===== config.mk =====
export PLATFORM = sky130hd
export DESIGN_NAME = alu_arbiter
export DESIGN_NICKNAME = d
export VERILOG_FILES = /design/src/rtl/alu_pkg.sv /design/src/rtl/rr_arbiter.sv /design/src/rtl/alu_arbiter.sv
export SDC_FILE = /design/constraint.sdc
export NUM_CORES = 1
export LEC_CHECK = 0
export CAP_MARGIN = 0
export CORE_MARGIN = 2
export CORE_UTILIZATION = 30
export CTS_BUF_LIST = sky130_fd_sc_hd__clkbuf_4
export DETAILED_ROUTE_END_ITERATION = 16
export PLACE_DENSITY = 0.66
export SYNTH_ARGS = -nofsm -noshare
export SYNTH_HDL_FRONTEND = slang
export SYNTH_SLANG_ARGS = --single-unit

===== constraint.sdc =====
create_clock -name clk -period 2 [get_ports clk]
set_input_delay 0.3 -clock clk [delete_from_list [all_inputs] [get_ports clk]]
set_output_delay 0.3 -clock clk [all_outputs]
set_load 0.05 [all_outputs]

===== src/rtl/alu_pkg.sv =====
// Shared widths, ALU opcodes and arbiter FSM encoding for the ALU sharing block.
package alu_pkg;

  localparam int unsigned DW   = 16;
  localparam int unsigned SELW = 3;

  localparam logic [SELW-1:0] OP_ADD = SELW'(0);
  localparam logic [SELW-1:0] OP_SUB = SELW'(1);
  localparam logic [SELW-1:0] OP_NOT = SELW'(2);
  localparam logic [SELW-1:0] OP_SHL = SELW'(3);
  localparam logic [SELW-1:0] OP_SHR = SELW'(4);
  localparam logic [SELW-1:0] OP_AND = SELW'(5);
  localparam logic [SELW-1:0] OP_OR  = SELW'(6);
  localparam logic [SELW-1:0] OP_SLT = SELW'(7);

  localparam logic [1:0] IDLE = 2'd0;
  localparam logic [1:0] EXEC = 2'd1;
  localparam logic [1:0] RESP = 2'd2;

  // One ALU operation as presented by a requester.
  typedef struct packed {
    logic [DW-1:0]   a;
    logic [DW-1:0]   b;
    logic [SELW-1:0] sel;
  } alu_op_t;

endpackage


===== src/rtl/rr_arbiter.sv =====
// Combinational round-robin picker: first set request at or after rr_ptr, with wrap.
module rr_arbiter #(
  parameter int unsigned NREQ = 2,
  parameter int unsigned IW   = 1
) (
  input  logic [NREQ-1:0] req,
  input  logic [IW-1:0]   rr_ptr,
  output logic [NREQ-1:0] grant,
  output logic [IW-1:0]   grant_idx,
  output logic            any_grant
);

  logic [IW-1:0] cand;

  always_comb begin
    grant     = '0;
    grant_idx = '0;
    any_grant = 1'b0;
    cand      = '0;
    for (int unsigned k = 0; k < NREQ; k++) begin
      cand = IW'((32'(rr_ptr) + k) % NREQ);
      if (!any_grant && req[cand]) begin
        any_grant = 1'b1;
        grant_idx = cand;
      end
    end
    if (any_grant) grant = NREQ'(1) << grant_idx;
  end

endmodule


===== src/rtl/alu_arbiter.sv =====
// Shares one combinational ALU between NREQ requesters: accept, execute one cycle,
// then hold the captured result until the granted requester takes it.
module alu_arbiter #(
  parameter int unsigned NREQ = 2,
  parameter int unsigned DW   = alu_pkg::DW,
  parameter int unsigned SELW = alu_pkg::SELW
) (
  input  logic                 clk,
  input  logic                 rst_n,
  input  logic [NREQ-1:0]      req_valid,
  output logic [NREQ-1:0]      req_ready,
  input  logic [NREQ*DW-1:0]   req_a,
  input  logic [NREQ*DW-1:0]   req_b,
  input  logic [NREQ*SELW-1:0] req_sel,
  output logic [NREQ-1:0]      rsp_valid,
  input  logic [NREQ-1:0]      rsp_ready,
  output logic [DW-1:0]        rsp_result,
  output logic                 rsp_zero,
  output logic [DW-1:0]        alu_a,
  output logic [DW-1:0]        alu_b,
  output logic [SELW-1:0]      alu_sel,
  input  logic [DW-1:0]        alu_result,
  input  logic                 alu_zero,
  output logic                 busy
);

  import alu_pkg::*;

  localparam int unsigned IW = (NREQ > 1) ? $clog2(NREQ) : 1;

  logic [1:0]      state_q, state_d;
  logic [IW-1:0]   rr_ptr_q, rr_ptr_d;
  logic [IW-1:0]   grant_q;
  logic [DW-1:0]   op_a_q, op_b_q, res_q;
  logic [SELW-1:0] op_sel_q;
  logic            zero_q;
  logic            accept;

  logic [NREQ-1:0] arb_grant;
  logic [IW-1:0]   arb_idx;
  logic            arb_any;

  rr_arbiter #(
    .NREQ (NREQ),
    .IW   (IW)
  ) u_rr (
    .req       (req_valid),
    .rr_ptr    (rr_ptr_q),
    .grant     (arb_grant),
    .grant_idx (arb_idx),
    .any_grant (arb_any)
  );

  // Next state, pointer advance and handshake decode.
  always_comb begin
    state_d   = state_q;
    rr_ptr_d  = rr_ptr_q;
    req_ready = '0;
    rsp_valid = '0;
    accept    = 1'b0;
    case (state_q)
      IDLE: begin
        // Ready is held low while reset is asserted even though IDLE is the reset state.
        if (rst_n && arb_any) req_ready = arb_grant;
        accept = |(req_valid & req_ready);
        if (accept) state_d = EXEC;
      end
      EXEC: state_d = RESP;
      RESP: begin
        rsp_valid = NREQ'(1) << grant_q;
        if (rsp_ready[grant_q]) begin
          state_d  = IDLE;
          rr_ptr_d = (grant_q == IW'(NREQ - 1)) ? '0 : grant_q + IW'(1);
        end
      end
      default: state_d = IDLE;
    endcase
  end

  always_ff @(posedge clk or negedge rst_n) begin
    if (!rst_n) begin
      state_q  <= IDLE;
      rr_ptr_q <= '0;
      grant_q  <= '0;
      op_a_q   <= '0;
      op_b_q   <= '0;
      op_sel_q <= '0;
      res_q    <= '0;
      zero_q   <= 1'b0;
    end else begin
      state_q  <= state_d;
      rr_ptr_q <= rr_ptr_d;
      if (accept) begin
        grant_q  <= arb_idx;
        op_a_q   <= req_a[32'(arb_idx)*DW +: DW];
        op_b_q   <= req_b[32'(arb_idx)*DW +: DW];
        op_sel_q <= req_sel[32'(arb_idx)*SELW +: SELW];
      end
      if (state_q == EXEC) begin
        res_q  <= alu_result;
        zero_q <= alu_zero;
      end
    end
  end

  assign alu_a      = op_a_q;
  assign alu_b      = op_b_q;
  assign alu_sel    = op_sel_q;
  assign rsp_result = res_q;
  assign rsp_zero   = zero_q;
  assign busy       = (state_q != IDLE);

endmodule


After elaboration in Yosys (flattened, before gate mapping)

Index checks and enable logic that the tools add are counted.

Flip-flop bits (word level): 56
Input bits: 93
Output and inout port bits: 57
Word-level logic and storage cells: 52

Add/sub/neg operators: 2
Multiply operators: 1
$lt $le $gt $ge: 3
Equality and inequality tests: 4
Shifts and indexed selects: 5
Mux-type cells: 20
Bitwise gates (word level): 1
Reduce and logical (&&, ||, !) cells: 8

Operators with widths:

| kind                                                        | number |
|---|---|
| variable part select 32 x 6 -> 16 bit                       | 2 |
| two-way mux 2 bit                                           | 7 |
| two-way mux 1 bit                                           | 12 |
| less-than comparator 1 x 2 -> 1 bit (second input constant) | 3 |
| one-hot mux 2 bit (3 select lines)                          | 1 |
| variable part select 6 x 4 -> 3 bit                         | 1 |
| != test 2 bit (second input constant)                       | 2 |
| AND reduction 2 bit                                         | 2 |
| << shifter 1 x 1 -> 2 bit (first input constant)            | 2 |
| multiplier 1 x 2 -> 3 bit (second input constant)           | 1 |
| adder 1 bit (second input constant)                         | 2 |
| AND 2 bit                                                   | 1 |
| == test 2 x 1 -> 1 bit (second input constant)              | 1 |
| == test 2 bit (second input constant)                       | 1 |
| logical AND 1 bit                                           | 2 |
| zero test 2 bit                                             | 1 |
| nonzero test 2 bit                                          | 1 |
| OR reduction 2 bit                                          | 1 |
| zero test 1 bit                                             | 1 |

Logic depth before layout (Yosys ltp)

Depth after elaboration: 14
Mapped depth: 5
Gate-level depth less buffers: 3

Hierarchy

Synthesis repeated with hierarchy kept, for this count alone.

Cell total of the unflattened synthesis: 177
Area, all modules: 2597.5 µm²

Modules (own cells, without submodules):

| module      | instances | cells an instance | area each (µm²) | sequential area each (µm²) |
|---|---|---|---|---|
| alu_arbiter | 1         | 172               | 2565.0          | 1401.3 |
| rr_arbiter  | 1         | 5                 | 32.5            | 0.0 |

Least setup slack after synthesis

OpenSTA, ideal clock, no wires.

Path kind: flip-flop to output port
Start point: reg state_q[1]
End point: out req_ready[1]
Data arrival time: 1349 ps
Data required time: 1700 ps
Path slack: 351 ps
Stages on the path, launching flop included: 5
Buffers on the path: 1
Path through: dfrtp_1 nor3b_2 nand3_2 buf_2 inv_1

Longest elaborated chain between the ends: 2

Ends and longest elaborated chain:

| element                | line              | RTL |
|---|---|---|
| from (decl)            | alu_arbiter.sv:31 | `logic [1:0] state_q, state_d;` |
| from (signal assigned) | alu_arbiter.sv:91 | `state_q <= state_d;` |
| zero test 2 bit        | alu_arbiter.sv:61 | `case (state_q)` |
| two-way mux 2 bit      | alu_arbiter.sv:61 |  |
| to (decl)              | alu_arbiter.sv:11 | `output logic [NREQ-1:0] req_ready,` |

No other way between the ends.

Worst setup path after layout

Start point: reg state_q[0]
End point: out req_ready[0]

Same word-level chain as after synthesis.

==> run_results.csv <==
group,metric,value,unit
min_path,min_path_type,"in -> async",
synthesis,netlist_top_cells_area,"dfrtp_1 (56%), o221a_2 (12%), o21bai_1 (11%)",
setup_path,r2r_slack,0.43,ns
sta,max_slew_margin,54.9,%
grt,antenna_found_initial,0,
cells_and_area,stdcell_area,4200,µm²
synthesis,synth-simple-area-share,3.87,%
clock_network,postCtsSetupBuffers,0,
synthesis,synthDistinctLibCells,21,
sta,grt_setup_unrepaired,"false",
sta,period_needed,1.90,ns
clock_network,cts_made_buffers,5,
synthesis,synthAdderAreaFrac,0,%
synthesis,synth_area_leader_cell,"dfrtp_1",
cells_and_area,diodes,0,
sta,skew,0.0103,ns
power_and_ir_drop,power_density,1660,nW/µm²
power_and_ir_drop,irDropWorstVdd,0.000792,V
synthesis,synth_top_area_share,56.3,%
flow_run,drv_cap,0,
clock_network,clk_latency,0.38,ns
routing,drc,0,
routing,drtIter0Drc,50,
clock_network,cts_tree,"built",
synthesis,syn_area_per_cell,13.6,µm²
sta,fmax,526,MHz
placed_design,hpwl,5230,µm
floorplan,io_pins,150,
setup_path,ff2ff_path_depth,4,
cells_and_area,fillers,734,
floorplan,fp.dieW,95.1,µm
clock_network,clock_sinks,56,
placed_design,port_buffers,149,
synthesis,yosysWarnings,0,
grt,grt_pass1_wl,11600,µm
sta,tightest_slew,0.676,ns
grt,grt_pass1_vias,2368,
synthesis,yosysMostFrequentCell,"dfrtp_1",
routing,routed_wl,7250,µm
synthesis,syn_inst,183,
routing,vias_per_cell,4.93,
floorplan,row_count,33,
setup_path,crit_type,"reg -> out",
setup_path,regToRegEndpoint,"alu_b[5]$_DFFE_PN0P_",
clock_network,ctsHtreeMaxLevel,2,
floorplan,start_util,30.6,%
setup_path,end_kind,"output pin",
clock_network,clock-root-buffer,"clkbuf_4",
floorplan,die_height,95.1,µm
sta,setup_viol,0,
setup_path,start_kind,"flop",
synthesis,seq_area_frac_synth,56.3,%
routing,ant_nets,0,
synthesis,ys_ff_latch,56,
cells_and_area,drive_above_1_share,21.7,%
synthesis,synthFlopType,"dfrtp_1",
clock_network,clk_pin_slew,0.15,ns
routing,num_vias,2174,
setup_path,worst-endpoint-arrival,1.60,ns
placed_design,placed_area,4120,µm²
synthesis,synth_edf_count,0,
cells_and_area,area_growth,68.6,%
grt,overflow,0,
synthesis,synth_area,2490,µm²
setup_path,cp-endpoint,"req_ready[0]",
routing,wl_per_cell,16.4,µm
setup_path,critPathRequiredTime,1.70,ns
synthesis,yosys-top-cells-count,"dfrtp_1 (56), o21bai_1 (35), o221a_2 (27), mux2_2 (17)",
grt,grt_usage,16.8,%
sta,slew_violations,0,
synthesis,synth_top_family_by_area,"compound AO/OA/AOI/OAI gates",
floorplan,core_area,8130,µm²
synthesis,synth-compound-area-share,27.7,%
setup_path,r2r_start,"state_q[1]$_DFFE_PN0P_",
setup_path,critPathMaxFanout,8,
synthesis,synthXorXnorAreaFrac,0,%
routing,dr.pass1.iters,4,
synthesis,syn_nets,276,
floorplan,fp.dieArea,9040,µm²
clock_network,clockBufferDepth,2,
placed_design,place_congestion,0.717,
cells_and_area,nets,428,
synthesis,synth.area.mux_share,7.69,%
sta,fin_tns_setup,0,ns
sta,min_period_over_period,95.1,%
sta,timing_hold_violations_final,0,
power_and_ir_drop,p_leak,0.00167,µW
synthesis,synthArstFlopShare,100,%
status,status,"finished, final reports clean",
grt,grt_max_degree,55,
setup_path,worstSetupStartpoint,"state_q[0]$_DFFE_PN0P_",
-- state kept, by name, summed over array words and instances, names as in the netlist --
| name | cells |
|---|---|
| state_q | 2 |
| rsp_zero | 1 |
| rr_ptr_q | 1 |
| rsp_result | 16 |
| alu_b | 16 |
| alu_a | 16 |
| alu_sel | 3 |
| grant_q | 1 |
-- critical path, stage by stage (launching register included) --
cell	delay (ns)
dfrtp_2	0.48
nor3b_4	0.29
nand3_4	0.18
inv_1	0.14
buf_12	0.14
-- through the flow --
stage | util (%) | setup slack, ns | total power (µW) | std cells | hold slack (ns)
4_1_cts | 51.5 | 0.00688 | 7050 | 441 | 0.104
3_5_place_dp | 50.7 | 0.234 | 6560 | 432 | 0.111
5_1_grt | 51.6 | 0.00217 | 7350 | 441 | 0.134
6_report | 51.6 | 0.0982 | 6980 | 441 | 0.100
3_3_place_gp | 50.7 | 0.259 | 6500 | 432 | 0.108
2_1_floorplan | - | 0.351 | 4990 | 183 | 0.00441
-- placed cells by master, fill, tap and decap left out --
cell | Yosys | layout
clkdlybuf4s50_1 | 0 | 143
dfrtp_1 | 56 | 54
o21bai_1 | 35 | 35
o221a_2 | 27 | 27
mux2_2 | 17 | 17
buf_4 | 0 | 11
o221a_1 | 8 | 8
clkbuf_4 | 0 | 5
inv_1 | 4 | 4
o21ai_0 | 4 | 4
nor2_1 | 4 | 3
buf_12 | 0 | 3
nand2_1 | 2 | 2
nand2b_1 | 2 | 2
clkinv_2 | 0 | 2
dfrtp_2 | 0 | 2
or2_2 | 1 | 1
or2b_1 | 1 | 1
nor3b_4 | 0 | 1
nand3_4 | 0 | 1
and3_1 | 1 | 1
nand3_2 | 2 | 1
or3b_1 | 1 | 1
nor2_4 | 0 | 1
a21oi_1 | 1 | 1
a31oi_1 | 1 | 1
clkinv_1 | 0 | 1
dlygate4sd3_1 | 0 | 1
buf_2 | 8 | 1
dlygate4sd2_1 | 0 | 1
-- worst min-delay path by stage --
| stage | start | to | slack (ns) | cells past startpoint |
|---|---|---|---|---|
| final | rst_n | alu_b[0]$_DFFE_PN0P_ | 0.10 | 2 |
| after global routing | rst_n | rr_ptr_q$_DFFE_PN0P_ | 0.13 | 2 |
| after CTS | rst_n | alu_a[6]$_DFFE_PN0P_ | 0.10 | 2 |
| after detailed placement | rst_n | state_q[0]$_DFFE_PN0P_ | 0.11 | 1 |
| after global placement | rst_n | state_q[0]$_DFFE_PN0P_ | 0.11 | 1 |
| after floorplan | rst_n | alu_a[0]$_DFFE_PN0P_ | 0.004 | 0 |
-- cells by family after synthesis --
kind of cell,Yosys count
AOI/OAI and AO/OA,76
buffers and inverters,19
DFF,56
muxes,17
and+or+nand+nor,15
-- power breakdown --
group	total [µW]	leakage (µW)	internal, µW	switching, µW
Combinational	4530	0.00102	1820	2710
Clock	471	0.0000324	130	341
Sequential	1980	0.000623	1670	310
Total	6980	0.00167	3620	3360
-- final cells by class --
cell class,instances,area (µm²),share of cell area (%)
Sequential cell,56,1400,33.5
Tap cell,105,131,3.13
Multi-Input combinational cell,108,997,23.8
Clock buffer,5,37.5,0.894
Clock inverter,3,13.8,0.328
Inverter,4,15.0,0.358
Timing Repair Buffer,160,1600,38.1
-- what timing repair did --
action                     in CTS  in global routing
pin swaps                       0                  2
resized for setup               2                  3
setup endpoints to repair       2                  2
hold endpoints to repair        2                  0
gates cloned                    0                  0
hold buffers                    1                  0
-- metal layers --
metal  vias to the layer above  GRT usage (%)  part of all wire [%]
li1                       1010              -                     -
met1                      1066           20.7                    43
met2                        92           27.9                    48
met3                         6           5.69                   8.7
met4                         0           4.47                   1.1
met5                         -              0                     0
No activity file was read; power rests on OpenSTA's default activity.
